**config.mk**
```make
export PLATFORM = sky130hd
export DESIGN_NAME = pb_key_encoder
export DESIGN_NICKNAME = d
export VERILOG_FILES = /design/src/rtl/pb_key_encoder.sv
export SDC_FILE = /design/constraint.sdc
export NUM_CORES = 1
export LEC_CHECK = 0
export BUFFER_PORTS_ARGS = -buffer_cell sky130_fd_sc_hd__buf_2
export CAP_MARGIN = 20
export CORE_MARGIN = 2
export CORE_UTILIZATION = 60
export CTS_CLUSTER_DIAMETER = 80
export DETAILED_ROUTE_END_ITERATION = 10
export HOLD_SLACK_MARGIN = 0.08
export PLACE_DENSITY = 0.78
export SKIP_CTS_REPAIR_TIMING = 1
export SLEW_MARGIN = 20
export SYNTH_ARGS = -nofsm -noshare
export SYNTH_HDL_FRONTEND = slang
export SYNTH_SLANG_ARGS = --single-unit
```
**constraint.sdc**
```tcl
create_clock -name hwclk -period 12.4 [get_ports hwclk]
set_clock_uncertainty 0.2 [all_clocks]
set_input_delay 1.24 -clock hwclk [delete_from_list [all_inputs] [get_ports hwclk]]
set_output_delay 1.24 -clock hwclk [all_outputs]
set_load 0.01 [all_outputs]
```
**src/rtl/pb_key_encoder.sv**
```systemverilog
// pb_key_encoder: pushbutton conditioning for the game logic.
// Per button: 2-flop sync, 3-sample debounce on a slow tick, press-edge
// detect into a pending mask, then lowest-index-first into a keycode FIFO
// drained by a valid/ready handshake.
// Optional feature: define PB_AUTOREPEAT_EN to add a single auto-repeat
// tracker on the lowest-index held button.
module pb_key_encoder #(
  parameter int NBTN            = 21,
  parameter int CW              = $clog2(NBTN),
  parameter int DEBOUNCE_CYCLES = 120000,
  parameter int FIFO_DEPTH      = 4,
  parameter int REPEAT_DELAY    = 50,
  parameter int REPEAT_RATE     = 10
) (
  input  logic            hwclk,
  input  logic            reset,
  input  logic [NBTN-1:0] pb,
  output logic [NBTN-1:0] pb_level,
  output logic [CW-1:0]   key_code,
  output logic            key_valid,
  input  logic            key_ready,
  output logic            overflow
);

  localparam int TCW = (DEBOUNCE_CYCLES > 1) ? $clog2(DEBOUNCE_CYCLES) : 1;
  localparam int AW  = $clog2(FIFO_DEPTH);

  logic [NBTN-1:0] s1, s2;       // synchronizer stages
  logic [NBTN-1:0] h0, h1;       // last two samples; with s2 they form the 3-sample window
  logic [NBTN-1:0] lvl_next, rise, rep_set, evt;
  logic [NBTN-1:0] pending, pmask, clr;
  logic [TCW-1:0]  cnt;
  logic            tick;
  logic [CW-1:0]   psel;
  logic [CW-1:0]   mem [FIFO_DEPTH];
  logic [AW:0]     wptr, rptr, wptr_n, rptr_n;
  logic            full, empty, pop, push;

  assign tick = (cnt == TCW'(DEBOUNCE_CYCLES - 1));

  // Level follows the window only when all three samples agree
  always_comb begin
    lvl_next = pb_level;
    if (tick) lvl_next = (h1 & h0 & s2) | (pb_level & (h1 | h0 | s2));
  end

  assign rise = lvl_next & ~pb_level;
  assign evt  = rise | rep_set;

  // Lowest pending index wins the single push slot
  always_comb begin
    psel = '0;
    for (int i = NBTN - 1; i >= 0; i--)
      if (pending[i]) psel = CW'(i);
  end

  assign pmask  = pending & (~pending + 1'b1);
  assign empty  = (wptr == rptr);
  assign full   = (wptr[AW] != rptr[AW]) && (wptr[AW-1:0] == rptr[AW-1:0]);
  assign pop    = key_valid & key_ready;
  assign push   = (|pending) & (~full | pop);
  assign clr    = push ? pmask : '0;
  assign wptr_n = wptr + (AW+1)'(push);
  assign rptr_n = rptr + (AW+1)'(pop);

  // Sync, debounce, tick counter, pending mask and FIFO pointers
  always_ff @(posedge hwclk or posedge reset) begin
    if (reset) begin
      s1        <= '0;
      s2        <= '0;
      h0        <= '0;
      h1        <= '0;
      cnt       <= '0;
      pb_level  <= '0;
      pending   <= '0;
      overflow  <= 1'b0;
      wptr      <= '0;
      rptr      <= '0;
      key_valid <= 1'b0;
      key_code  <= '0;
    end else begin
      s1       <= pb;
      s2       <= s1;
      cnt      <= tick ? '0 : cnt + 1'b1;
      if (tick) begin
        h1 <= h0;
        h0 <= s2;
      end
      pb_level <= lvl_next;
      // A press landing on a still-set pending bit is merged and reported lost
      pending  <= (pending & ~clr) | evt;
      overflow <= |(evt & pending & ~clr);
      wptr     <= wptr_n;
      rptr     <= rptr_n;
      key_valid <= (wptr_n != rptr_n);
      // Head of the next state; a push into an empty queue becomes the head
      key_code <= (push && (wptr == rptr_n)) ? psel : mem[rptr_n[AW-1:0]];
    end
  end

  // Keycode storage, written at the tail
  always_ff @(posedge hwclk) begin
    if (push) mem[wptr[AW-1:0]] <= psel;
  end

`ifdef PB_AUTOREPEAT_EN
  localparam int RMAX = (REPEAT_DELAY > REPEAT_RATE) ? REPEAT_DELAY : REPEAT_RATE;
  localparam int RCW  = $clog2(RMAX + 1);

  logic            rep_act, rep_arm, trk_any, rep_hit, rep_fire;
  logic [CW-1:0]   rep_idx, trk_idx;
  logic [RCW-1:0]  rep_cnt, rep_lim;

  // Tracker follows the lowest-index held button
  always_comb begin
    trk_any = |pb_level;
    trk_idx = '0;
    for (int i = NBTN - 1; i >= 0; i--)
      if (pb_level[i]) trk_idx = CW'(i);
  end

  assign rep_lim  = rep_arm ? RCW'(REPEAT_RATE) : RCW'(REPEAT_DELAY);
  assign rep_hit  = (RCW'(rep_cnt + 1'b1) == rep_lim);
  // Only fire while the button is still debounced-held after this tick
  assign rep_fire = tick & rep_act & trk_any & (trk_idx == rep_idx) & rep_hit & lvl_next[rep_idx];
  assign rep_set  = rep_fire ? (NBTN'(1) << rep_idx) : '0;

  // Delay then periodic repeat; a new tracked index restarts the delay
  always_ff @(posedge hwclk or posedge reset) begin
    if (reset) begin
      rep_act <= 1'b0;
      rep_arm <= 1'b0;
      rep_idx <= '0;
      rep_cnt <= '0;
    end else if (tick) begin
      if (!trk_any) begin
        rep_act <= 1'b0;
      end else if (!rep_act || trk_idx != rep_idx) begin
        rep_act <= 1'b1;
        rep_arm <= 1'b0;
        rep_idx <= trk_idx;
        rep_cnt <= RCW'(1);
      end else if (rep_hit) begin
        rep_arm <= 1'b1;
        rep_cnt <= '0;
      end else begin
        rep_cnt <= rep_cnt + 1'b1;
      end
    end
  end
`else
  logic unused_rep;
  assign rep_set    = '0;
  assign unused_rep = ^{REPEAT_DELAY, REPEAT_RATE};
`endif

endmodule

```
==> impl_metrics.tcl, run 1 <==
set metrics [dict create \
    critPathTopFamily "simple AND/OR/NAND/NOR gates" \
    wl_um 14900 \
    ant_nets 0 \
    yosysMostFrequentCell "dfrtp_1" \
    drc 1 \
    cap_violations 0 \
    rsz0062_at_grt "no" \
    reg2reg_slack_ps 8870 \
    start_util_pct 61.10 \
    avgSynthCellArea_um2 10.97 \
    cp.buffers_inverters 2 \
    die_w_um 114.4 \
    grt_overflow_total 0 \
    hold_end "s2[9]" \
    hold_class "reg -> reg" \
    clk_pin_slew_worst_paths_ps 60 \
    antenna_found_initial 0 \
    vias 5221 \
    nFillCells 873 \
    period_share_pct 28.48 \
    drive_above_1_share_pct 14.60 \
    synthesis.instances 666 \
    dieHeight_um 114.4 \
    ys_top_cells_by_area "dfrtp_1 (53%), edfxtp_1 (8.2%), nand2_1 (6.9%)" \
    clock-sinks 176 \
    grt_pass1_wl_um 24810 \
    clockBufferDepth 2 \
    yosysUniqueCellTypes 57 \
    violations "design-rule violations" \
    post-place-ws_ps 8483 \
    p_leak_nw 3.892 \
    cp_max_fo 10 \
    timing.rr.end "key_valid" \
    fin_setup_tns_ps 0 \
    finalMaxSlewViolations 0 \
    synth_edf_count 20 \
    min_from "s1[9]" \
    root_buffer "clkbuf_16" \
    row_count 40 \
    relSlewSlack_pct 41.19 \
    holdWs_ps 146.9 \
    placed_area_um2 7665 \
    seq_area_frac_synth_pct 61.63 \
    core_um2 11960 \
    dieArea_um2 13080 \
    path_class "in -> reg" \
    numCtsBuffers 17 \
    cpMaxStageDelayCell "or4_1" \
    worstSetupEndpointType "flip-flop" \
    pin_count 52 \
    synth_warnings 0 \
    grt_max_degree 84 \
    worst_slew_pin_slew_ps 882.2 \
    cp.arrival_ps 3630 \
    finalInstanceArea_um2 8275 \
    path_cells "buf_2, and2_1, or4_1, o21ai_4, inv_1, ha_1, ha_1, xor2_1, xnor2_1, or3_1" \
    gp_congestion 0.8230 \
    clk_latency_ps 430 \
    fmax_mhz 283.2 \
    hold_viol_final 0 \
    yosys-top-cells-count "dfrtp_1 (156), nand2_1 (135), nor2_1 (46)" \
    fin_nets 743 \
    syn-cell-area_um2 7308 \
    yosys.area.top_type "dfrtp_1" \
    whs_path_depth 0 \
    h-tree-depth 4 \
    grt_pass1_vias 5214 \
    grtUsageTotal_pct 24.52 \
    hpwl_um 9721 \
    post_drt_wl_per_cell_um 17.07 \
    finalSetupViolCount 0 \
    cts_tree "built" \
    r2r_start "pending[4]" \
    synth_nets 695 \
    slowest_delay_ps 720 \
    reg2regPathDepth 9 \
    ys.flop_type "dfrtp_1" \
    irDropWorstVdd_mv 0.1114 \
    setup_ws_ps 8869 \
    period_minus_slack_ps 3531 \
    viasPerCell 5.981 \
    ys_ff_latch 176 \
    areaGrowthSynthToFinish_pct 13.23 \
    startpoint_type "primary input" \
    status "finished with violations" \
    n_antenna_cell 0 \
    cp_common_cell "ha_1" \
    powerDensity_nw_per_um2 159.7 \
    cp.required_ps 12500 \
    drt-initial-drc-count 389 \
    io_buffers 51 \
    dr.pass1.iters 9 \
    synth_top_area_share_pct 53.42 \
    async_flop_share_pct 88.64 \
]
## cell usage in the layout (no fill, tap or decap), drive strengths merged, types with 8 or more instances in the layout
cell type	n
a21oi	25
xnor2	10
nor2b	13
nand4	15
nand3	13
nand2	135
buf	54
or3	21
dfrtp	156
o21ai	27
o31ai	12
nor4	9
a31oi	18
and3	8
edfxtp	20
nor2	47
clkbuf	24
xor2	14
inv	19
## final cells by class
cell class	count	area (um2)	share of cell area [%]
Clock buffer	24	514.2	6.214
Clock inverter	7	96.34	1.164
Inverter	18	72.57	0.8769
Multi-Input combinational cell	447	2626	31.74
Sequential cell	176	4504	54.43
Tap cell	147	183.9	2.223
Timing Repair Buffer	54	277.8	3.357
## sequential cells by signal (all words and copies together), names as in the netlist
register / flops
key_code: 5
mem: 20
cnt: 17
pending: 21
overflow: 1
key_valid: 1
s1: 21
h0: 21
rptr: 3
wptr: 3
pb_level: 21
s2: 21
h1: 21
## power by group
part	switching (mW)	total, mW	internal, mW
clock network	0.213	0.545	0.331
registers	0.0202	0.629	0.609
logic	0.0816	0.148	0.0666
## cells by family (layout without fill, tap and decap cells)
kind of cell,after synthesis,in the layout,synth area share (%)
AO/OA/AOI/OAI,111,111,9.999
XOR/XNOR,24,24,2.876
adder cells (fa/ha/maj),5,5,0.8560
buffers and inverters,43,103,2.448
flip-flops,176,176,61.63
multiplexers,9,9,2.157
AND/OR/NAND/NOR,298,298,20.03
## through the flow
step	utilization [%]	total power, mW	instances
floorplan	-	0.7453	666
global placement	64.08	0.7756	842
detailed placement	64.08	0.7856	842
CTS	69.18	1.334	873
global route	69.18	1.371	873
finish	69.18	1.322	873
## per-layer routing
metal	track usage, %	up-vias	wire (um)
met5	0	-	0
met4	9.675	0	281
met3	6.406	28	695
met2	40.91	149	7697
met1	30.87	2596	6223
li1	-	2448	-
## worst max-delay path by stage
| stage | to | cells after the start | start | slack, ps |
|---|---|---|---|---|
| 2_1_floorplan | cnt[0] | 1 | reset | 6750 |
| 3_3_place_gp | key_valid | 10 | key_ready | 8580 |
| 3_5_place_dp | key_valid | 10 | key_ready | 8480 |
| 4_1_cts | key_valid | 9 | pending[4] | 8920 |
| 5_1_grt | key_valid | 9 | pending[4] | 8690 |
| 6_report | key_valid | 10 | key_ready | 8870 |
Note: power is estimated with default switching activity, not from simulation.
==> inputs of run 2 (changes only) <==
Settings changed: CORE_UTILIZATION 60 to 54, PLACE_DENSITY 0.78 to 0.74.
Clock period 12.4 ns to 2.9 ns, I/O delays scaled along.
==> impl_metrics.tcl, run 2 (synthesis results as in run 1) <==
set metrics [dict create \
    row_count 42 \
    stdcell_count 962 \
    p_comb_share_pct 12.8 \
    power_frac_clock_pct 39.3 \
    violations "negative setup slack" \
    worstSetupEndpointType "flip-flop" \
    drt-initial-drc-count 266 \
    finalMaxSlewViolations 0 \
    start_util_pct 55.19 \
    numCtsBuffers 17 \
    netSwitchingFraction_pct 24.51 \
    period_share_pct 100.9 \
    cts_tree "built" \
    p_leak_nw 4.195 \
    cp_max_fo 2 \
    root_buffer "clkbuf_16" \
    holdWs_ps 148.2 \
    status "finished with violations" \
    clk_latency_ps 430 \
    finalSetupViolCount 2 \
    final_common_cell "dfrtp_1" \
    placed_area_um2 8054 \
    h-tree-depth 4 \
    grt_overflow_total 0 \
    dieArea_um2 14480 \
    reg2reg_slack_ps -30 \
    setup_ws_ps -26.72 \
    startpoint_type "flip-flop" \
    ant_nets 0 \
    areaGrowthSynthToFinish_pct 21.64 \
    finalInstanceArea_um2 8890 \
    r2r_start "pending[6]" \
    grt_pass1_wl_um 25920 \
    cp.required_ps 3000 \
    drive_above_1_share_pct 19.47 \
    worst_slew_pin_slew_ps 873.6 \
    viasPerCell 5.598 \
    power_frac_seq_pct 47.9 \
    powerDensity_nw_per_um2 627.6 \
    grt_util_met2_pct 37.96 \
    whs_path_depth 0 \
    die_w_um 120.3 \
    reg2regPathDepth 9 \
    cap_violations 0 \
    path_class "reg -> reg" \
    grtUsageMet3_pct 4.953 \
    antenna_found_initial 0 \
    dr.pass1.iters 4 \
    hold_class "reg -> reg" \
    globalRouteMet1Util_pct 28.60 \
    grt_pass1_vias 5416 \
    rsz0062_at_grt "yes" \
    n_antenna_cell 0 \
    grt_max_degree 157 \
    switching_power_mw 1.367 \
    layout_common_cells "dfrtp_1 (156), nand2_1 (135), buf_2 (51), nor2_1 (46), buf_4 (35)" \
    busiest_layer "met2" \
    fmax_mhz 341.7 \
    io_buffers 51 \
    grtUsageTotal_pct 22.90 \
    post_drt_wl_per_cell_um 16.01 \
    min_from "s1[3]" \
    timing.rr.end "key_valid" \
    wl_um 15400 \
    hold_viol_final 0 \
    clk_pin_slew_worst_paths_ps 60 \
    pin_count 52 \
    dieHeight_um 120.3 \
    clockBufferDepth 2 \
    relSlewSlack_pct 41.76 \
    place_inst 905 \
    clock-sinks 176 \
    gp_congestion 0.9144 \
    vias 5385 \
    cp.arrival_ps 3030 \
    internal_power_mw 4.211 \
    irDropWorstVdd_mv 0.4295 \
    period_minus_slack_ps 2927 \
    core_um2 13240 \
    fin_nets 802 \
    hpwl_um 10500 \
    hold_end "s2[3]" \
    drc 0 \
    post-place-ws_ps -47.76 \
]
-- run 2: cell types whose count changed in the layout (fill, tap and decap cells not counted), moves of 3 or more --
cell | previous run | this run
buf_12 | 0 | 5
buf_4 | 3 | 35
clkbuf_1 | 3 | 0
dlygate4sd3_1 | 0 | 22
-- run 2: worst max-delay path by stage --
stage                           start         to  slack [ps]  depth (start not counted)
final                      pending[6]  key_valid         -30                          9
after global routing       pending[6]   overflow        -130                          9
after CTS                 pending[15]  key_valid         -70                          9
after detailed placement  pending[15]  key_valid         -50                          9
after global placement    pending[15]  key_valid        -0.7                          9
after floorplan           pending[13]  key_valid        -250                         10
-- run 2: metrics by stage --
| stage | power, mW | setup TNS, ps | utilization, % |
|---|---|---|---|
| global placement | 3.380 | -0.6608 | 60.82 |
| finish | 5.579 | -48.11 | 67.13 |
| CTS | 5.611 | -66.47 | 65.18 |
| global route | 5.808 | -247.2 | 67.13 |
| detailed placement | 3.415 | -47.76 | 60.82 |
| floorplan | 3.206 | -251.8 | - |
-- run 2: critical path, stage by stage, from the launching register on --
cell and delay (ps):
dfrtp_1 380, or4_4 540, or4_4 570, o21ai_4 150, inv_2 70, ha_4 160, ha_4 150, xor2_2 150
xnor2_1 130, or3_1 310
-- run 2: cell type report --
class | count | area, um2
multi-input combinational | 447 | 2678
clock inverter | 12 | 106.4
clock buffer | 20 | 471.7
timing repair buffer | 113 | 838.3
tap | 176 | 220.2
inverter | 18 | 71.32
sequential | 176 | 4504
fill | 989 | 4353
-- run 2: power by group through the flow --
stage / Combinational, mW / Sequential [mW] / Clock, mW
after floorplan: 0.459 / 2.75 / 0
after global placement: 0.669 / 2.71 / 0
after detailed placement: 0.695 / 2.72 / 0
after CTS: 0.703 / 2.67 / 2.23
after global routing: 0.788 / 2.68 / 2.34
final: 0.715 / 2.67 / 2.19
-- run 2: per-layer routing --
layer | vias to the layer above | wire (um)
met3 | 32 | 578
met1 | 2672 | 6555
met4 | 0 | 464
met5 | - | 0
met2 | 104 | 7803
li1 | 2577 | -
==> inputs of run 3 (changes only) <==
Settings changed: CTS_BUF_LIST from default to sky130_fd_sc_hd__clkbuf_16.
==> impl_metrics.tcl, run 3 (synthesis results as in run 1) <==
set metrics [dict create \
    status "finished with violations" \
    violations "negative setup slack" \
    post-place-ws_ps -47.76 \
    antenna_found_initial 0 \
    powerDensity_nw_per_um2 623.7 \
    dr.pass1.iters 5 \
    reg2regPathDepth 9 \
    finalMaxSlewViolations 0 \
    cp.depth 9 \
    startpoint_type "flip-flop" \
    grtUsageTotal_pct 22.85 \
    dieHeight_um 120.3 \
    finalInstanceArea_um2 8876 \
    fin_nets 802 \
    whs_path_depth 0 \
    r2r_start "pending[6]" \
    pin_count 52 \
    setup_ws_ps -28.91 \
    startpoint "pending[6]" \
    fmax_mhz 341.4 \
    placed_area_um2 8054 \
    clk_pin_slew_worst_paths_ps 60 \
    final_common_cell "dfrtp_1" \
    multi_input_area_um2 2678 \
    grt_pass1_vias 5404 \
    drive_above_1_share_pct 19.21 \
    min_from "s1[3]" \
    worst_slew_pin_slew_ps 807.4 \
    p_leak_nw 4.190 \
    layout_common_cells "dfrtp_1 (156), nand2_1 (135), buf_2 (51), nor2_1 (46), buf_4 (35)" \
    period_minus_slack_ps 2929 \
    start_util_pct 55.19 \
    relSlewSlack_pct 46.17 \
    core_um2 13240 \
    grt_pass1_wl_um 25880 \
    hpwl_um 10500 \
    vias 5381 \
    numCtsBuffers 17 \
    path_cells "or4_4, or4_4, o21ai_4, inv_2, ha_4, ha_4, xor2_2, xnor2_1, or3_1" \
    totalPowerFinal_mw 5.536 \
    n_antenna_cell 0 \
    row_count 42 \
    irDropWorstVdd_mv 0.4308 \
    hold_class "reg -> reg" \
    ant_nets 0 \
    period_share_pct 101.0 \
    regArea_um2 4504 \
    drt-initial-drc-count 293 \
    gp_congestion 0.9144 \
    clock-sinks 176 \
    drc 0 \
    holdWs_ps 148.2 \
    cpMaxStageDelayCell "or4_4" \
    cp_max_fo 2 \
    cp.arrival_ps 3030 \
    die_w_um 120.3 \
    io_buffers 51 \
    cp.required_ps 3000 \
    clk_latency_ps 430 \
    path_class "reg -> reg" \
    rsz0062_at_grt "yes" \
    wl_um 15390 \
    hold_viol_final 0 \
    slowest_delay_ps 570 \
    finalSetupViolCount 2 \
    h-tree-depth 4 \
    viasPerCell 5.594 \
    dieArea_um2 14480 \
    post_drt_wl_per_cell_um 16.00 \
    grt_overflow_total 0 \
    areaGrowthSynthToFinish_pct 21.45 \
    critPathTopFamily "simple AND/OR/NAND/NOR gates" \
    root_buffer "clkbuf_16" \
    worstSetupEndpointType "flip-flop" \
    nFillCells 993 \
    cts_tree "built" \
    grt_max_degree 157 \
    clockBufferDepth 2 \
    cp.buffers_inverters 1 \
    cap_violations 0 \
]
[run 3: changes by cell type in the layout (fill, tap and decap cells not counted), sizes merged]
cell and change:
clkinv +1, inv +1, clkbuf -2
[run 3: final timing paths]
| path | endpoint | slack (ps) |
|---|---|---|
| setup / recovery | key_valid | -30 |
| hold / removal | s2[3] | 150 |
| setup reg to reg | key_valid | -30 |
| hold reg to reg | s2[3] | 150 |
| max in group asynchronous | pb_level[4] | 1460 |
| min in group asynchronous | wptr[2] | 470 |
[run 3: metal layers]
layer	up-vias	GRT usage, %	share of wire, %
met5	-	0	0
li1	2581	-	-
met2	116	37.82	50
met3	43	4.953	3.7
met1	2641	28.57	43
met4	0	11.48	3.6
[run 3: report_power, final]
group,internal [mW],switching (mW)
logic,0.343,0.373
registers,2.60,0.0678
clock network,1.23,0.923
[run 3: area by class of cell]
class                           count  area share, %
Sequential cell                   176          50.75
Clock buffer                       18          5.075
Multi-Input combinational cell    447          30.17
Timing Repair Buffer              113          9.445
Inverter                           18         0.8035
Clock inverter                     14          1.283
Tap cell                          176          2.481
[run 3: per-stage QoR]
step                utilization, %  cells  setup TNS [ps]
floorplan                        -    666          -251.8
global placement             60.82    905         -0.6608
detailed placement           60.82    905          -47.76
CTS                          65.08    937          -66.47
global route                 67.03    962          -247.2
finish                       67.03    962          -49.12
